## src/rtl/rom_arbiter.sv

```systemverilog
// Two-port Wishbone-classic read arbiter in front of a single-port synchronous-read ROM.
// Port A (instruction fetch) and port B (data master) are served round robin; B writes get err.
module rom_arbiter #(
  parameter int ADDR_WIDTH = 13,
  parameter int DATA_WIDTH = 16
) (
  input  logic                  clock,
  input  logic                  reset,
  input  logic                  a_cyc_i,
  input  logic                  a_stb_i,
  input  logic [ADDR_WIDTH-1:0] a_adr_i,
  output logic [DATA_WIDTH-1:0] a_dat_o,
  output logic                  a_ack_o,
  input  logic                  b_cyc_i,
  input  logic                  b_stb_i,
  input  logic                  b_we_i,
  input  logic [ADDR_WIDTH-1:0] b_adr_i,
  output logic [DATA_WIDTH-1:0] b_dat_o,
  output logic                  b_ack_o,
  output logic                  b_err_o,
  output logic [ADDR_WIDTH-1:0] rom_address,
  output logic                  rom_cen,
  input  logic [DATA_WIDTH-1:0] rom_q
);

  // Handshake: a transfer is requested while cyc & stb are high and completes in the
  // single cycle where ack (or err) is high; the master must keep stb up through that
  // cycle or the completion is dropped without retry.

  logic ack_a_q;
  logic ack_b_q;
  logic err_b_q;
  logic last_grant_b;

  logic a_req;
  logic b_req;
  logic b_write;
  logic a_elig;
  logic b_elig;
  logic grant_a;
  logic grant_b;

  assign a_req   = a_cyc_i & a_stb_i;
  assign b_req   = b_cyc_i & b_stb_i;
  assign b_write = b_req & b_we_i;

  // A port still holding stb in its completion cycle is presenting the finished
  // transfer, so it is not eligible again until the following cycle.
  assign a_elig = a_req & ~ack_a_q;
  assign b_elig = b_req & ~b_we_i & ~ack_b_q & ~err_b_q;

  assign grant_a = a_elig & (~b_elig | last_grant_b);
  assign grant_b = b_elig & (~a_elig | ~last_grant_b);

  always_comb begin
    rom_cen     = 1'b0;
    rom_address = last_grant_b ? b_adr_i : a_adr_i;
    if (reset) begin
      rom_address = '0;
    end else if (grant_a) begin
      rom_cen     = 1'b1;
      rom_address = a_adr_i;
    end else if (grant_b) begin
      rom_cen     = 1'b1;
      rom_address = b_adr_i;
    end
  end

  always_ff @(posedge clock) begin
    if (reset) begin
      ack_a_q      <= 1'b0;
      ack_b_q      <= 1'b0;
      err_b_q      <= 1'b0;
      last_grant_b <= 1'b1;
    end else begin
      ack_a_q <= grant_a;
      ack_b_q <= grant_b;
      err_b_q <= b_write & ~err_b_q;
      if (grant_a) begin
        last_grant_b <= 1'b0;
      end else if (grant_b) begin
        last_grant_b <= 1'b1;
      end
    end
  end

  assign a_ack_o = ack_a_q & a_req;
  assign b_ack_o = ack_b_q & b_req;
  assign b_err_o = err_b_q & b_req;
  assign a_dat_o = rom_q;
  assign b_dat_o = rom_q;

endmodule

```

## config.mk

```make
export PLATFORM = sky130hd
export DESIGN_NAME = rom_arbiter
export DESIGN_NICKNAME = d
export VERILOG_FILES = /design/src/rtl/rom_arbiter.sv
export SDC_FILE = /design/constraint.sdc
export NUM_CORES = 1
export LEC_CHECK = 0
export BUFFER_PORTS_ARGS = -buffer_cell sky130_fd_sc_hd__buf_4
export CORE_MARGIN = 2
export CORE_UTILIZATION = 29
export DETAILED_ROUTE_END_ITERATION = 7
export PLACE_DENSITY = 0.77
export SYNTH_ARGS = -nofsm -noshare
export SYNTH_HDL_FRONTEND = slang
export SYNTH_SLANG_ARGS = --single-unit
```

## constraint.sdc

```tcl
create_clock -name clock -period 2.3 [get_ports clock]
set_clock_uncertainty 0.15 [all_clocks]
set_input_delay 0.69 -clock clock [delete_from_list [all_inputs] [get_ports clock]]
set_output_delay 0.69 -clock clock [all_outputs]
set_load 0.03 [all_outputs]
```

After elaboration in Yosys (flattened, before gate mapping)
Cells that the tools add are included.
Word-level totals
  flip-flop bits (word level): 4
Cells by class
  bitwise operators: 22
  multiplexer cells: 9
  reductions and logical operators: 1
Operators with widths (number)
  13-bit 2-to-1 mux: 4
  1-bit bitwise AND: 13
  1-bit inverter: 7
  1-bit 2-to-1 mux: 5
  1-bit bitwise OR: 2
  2-bit nonzero test: 1

Longest topological paths before layout
  word-level depth: 9
  gate-level depth with buffers: 4
  depth with buffers taken out: 3

Least setup slack after synthesis
OpenSTA, ideal clock, no wires.
  kind: input to output
  from: input port b_we_i
  to: output port rom_address[10]
  arrival: 2.030 ns
  stages: 4
  path slack: -0.570 ns
  cells stage by stage: or3_4 > o2bb2ai_4 > buf_12 > mux2i_1
Between the ends
  cells in the longest elaborated chain, start to end: 9
  elaborated cells on any way between the ends: 11
  those cells by class: 3 x mux; 8 x bitwise
Ends and longest elaborated chain
  from (decl): RTL line 16  | input logic b_we_i,
  1-bit inverter *: RTL line 50  | assign b_elig = b_req & ~b_we_i & ~ack_b_q & ~err_b_q;
  1-bit bitwise AND * (3 in a row): RTL line 50
  1-bit inverter: RTL line 52  | assign grant_a = a_elig & (~b_elig | last_grant_b);
  1-bit bitwise OR: RTL line 52
  1-bit bitwise AND: RTL line 52
  13-bit 2-to-1 mux *: RTL line 60  | end else if (grant_a) begin
  13-bit 2-to-1 mux *: RTL line 58  | if (reset) begin
  to (decl): RTL line 21  | output logic [ADDR_WIDTH-1:0] rom_address,
Mark *: on every way between the ends. The rest lies on a longest branch, timed or not.

Final worst setup path
  from: input port b_we_i
  to: output port rom_address[2]
The elaborated chain is that of the path after synthesis.

==> results.cfg <==
[clock_network]
clkTransAtPathRegs_ns = 0.04
clk_path_buf_depth = 2
cts_hold_buf = 0
htree_levels = 1
cts_buffers = 3
tritoncts = done
cts-root-buf = clkbuf_4
clk_latency_ns = 0.23
cts_sinks = 4

[final_layout]
multiInputGateArea_um2 = 571.8
drive_gt1_frac = 0.6667
syn2layout_area_growth_pct = 61.60
fin_cells = 147
final_nets = 168
fillCellCount = 231
seq_area_um2 = 80.08
diodes = 0

[floorplan]
num_rows = 18
initial_core_util = 0.3063
io_pins = 98
die_area_um2 = 3068
core-area_um2 = 2500
die_h_um = 55.39
die_w_um = 55.39

[timing]
drv_slew = 0
setup_viol = 14
relSlewSlack = 0.8422
tightestPinTransition_ns = 0.2367
rsz0062_at_grt = yes
min_period_over_period = 1.196
fmax_ghz = 0.3637
min_period_ns = 2.750
fin_ws_ns = -0.4497
hold_viol_final = 0
whs_ns = 0.4207

[global_route]
grt_start_max_net_pins = 32
grt_pass1_vias = 683
overflow = 0
grt_usage = 0.1152
antenna_found_initial = 0
grt_pass1_wl_um = 2960

[routing]
vias = 674
drc = 0
route.detailed.wl_per_inst_um = 12.68
via_per_inst = 4.585
postRouteAntennaNets = 0
dr.pass1.iters = 4
drtIter0Drc = 20
wirelength_um = 1864

[yosys]
syn_inst = 94
synth_top_area_frac = 0.3137
yosys.area.top_type = buf_4
synth-seq-cells = 4
yosys_warnings = 0
yosys-top-cells-area = buf_4 (31%), nand2b_1 (21%), mux2i_1 (17%), dfxtp_1 (10%), o2bb2ai_4 (3.6%)
syn-num-nets = 143
synth.distinct_cells = 19
synth_most_common_cell = buf_4
netlist_area_um2 = 765.7
yosys-top-cells-count = buf_4 (32), nand2b_1 (26), mux2i_1 (13), dfxtp_1 (4)
synth_edf_count = 0
synth_ff_type = dfxtp_1
postSynthAreaPerCell_um2 = 8.146
async_reset_ff_frac = 0
ys_seq_area_frac = 0.1046

[critical_path]
crit_chain = buf_6, or3_4, o2bb2ai_4, clkbuf_16, mux2i_4, buf_6
critPathArrivalTime_ns = 1.91
critPathKind = primary input to output port
startpoint_type = primary input
cpMaxStageDelayCell = or3_4
crit_buf_inv = 3
path_common_cell = buf_6
required_ns = 1.46
crit_family = buffers and inverters
crit_fanout = 7
critPathMaxStageDelay_ns = 0.34
cp-end-kind = output port

[place]
portBuffers = 49
placedCellCount = 143
hpwl_um = 1392
gp_congestion = 0.7330

[pwr]
peakVddDrop_uv = 350.7
p_leak_nw = 0.5516
powerDensity_nw_per_um2 = 365.0

[status]
violations = negative setup slack
status = complete, but fails checks

[job]
cap_violations = 0

[min_path]
min-delay-path-class = flip-flop to flip-flop
## flip-flops by register name, indices dropped and copies added, names as in the netlist
name	cells
err_b_q	1
ack_a_q	1
last_grant_b	1
ack_b_q	1
## placed cells by master, fill, tap and decap left out, drive strengths merged, types with 2 or more instances in the layout
master  instances
and3            3
buf            55
clkbuf          4
dfxtp           4
mux2i          13
nand2b         26
nand3b          2
or3             2
## what timing repair did
action	CTS	global route
endpoints found under the setup margin	14	14
buffers inserted	0	0
resized for setup	19	2
cloned	0	1
## final cells by class
cell class / count / share of cell area
multi-input combinational: 53 / 0.4621
timing repair buffer: 56 / 0.4216
sequential: 4 / 0.06471
tap: 30 / 0.03033
clock buffer: 3 / 0.01820
inverter: 1 / 0.003033
## power breakdown
part | switching, mW | internal (mW)
sequential | 0.00143 | 0.0728
clock | 0.0250 | 0.0581
combinational | 0.130 | 0.165
total | 0.156 | 0.295
## path summary, 6_finish.rpt
| kind | to | startpoint | cells past startpoint | slack [ns] |
|---|---|---|---|---|
| max | rom_address[2] | b_we_i | 6 | -0.45 |
| min | ack_b_q$_SDFF_PP0_ | last_grant_b$_SDFFE_PP1P_ | 2 | 0.42 |
| max reg2reg | last_grant_b$_SDFFE_PP1P_ | last_grant_b$_SDFFE_PP1P_ | 4 | 0.87 |
| min reg2reg | ack_b_q$_SDFF_PP0_ | last_grant_b$_SDFFE_PP1P_ | 2 | 0.42 |
## per-layer routing
layer / vias to the layer above / wire length (µm) / GRT usage
li1: 321 / - / -
met1: 298 / 671 / 0.1257
met2: 45 / 946 / 0.1939
met3: 10 / 205 / 0.03981
met4: 0 / 40 / 0.06272
met5: - / 0 / 0
## tightest hold or removal path: cells and delay by family, from the launching register on
family	cells	cell delay, ns
buffers and inverters	1	0.13
AOI/OAI and AO/OA	1	0.06
DFF	1	0.33
## per-stage QoR
step	setup TNS, ns	cell area, µm²	total power [mW]	worst slack (ns)	utilization
final	-5.724	1237	0.4517	-0.4497	0.4950
after global routing	-6.503	1237	0.4768	-0.5019	0.4950
after CTS	-5.975	1205	0.4466	-0.4584	0.4820
after detailed placement	-6.516	1105	0.3396	-0.4974	0.4419
after global placement	-6.292	1105	0.3347	-0.4710	0.4419
after floorplan	-4.611	913.4	0.3508	-0.3796	-
## cell families (layout without fill, tap and decap cells)
| kind of cell | Yosys count | count (layout) | share of synthesized area |
|---|---|---|---|
| DFF | 4 | 4 | 0.1046 |
| muxes | 13 | 13 | 0.1699 |
| buffers and inverters | 37 | 60 | 0.3595 |
| AOI/OAI and AO/OA | 3 | 3 | 0.05229 |
| and+or+nand+nor | 37 | 37 | 0.3137 |
No activity file was read; power rests on OpenSTA's default activity.
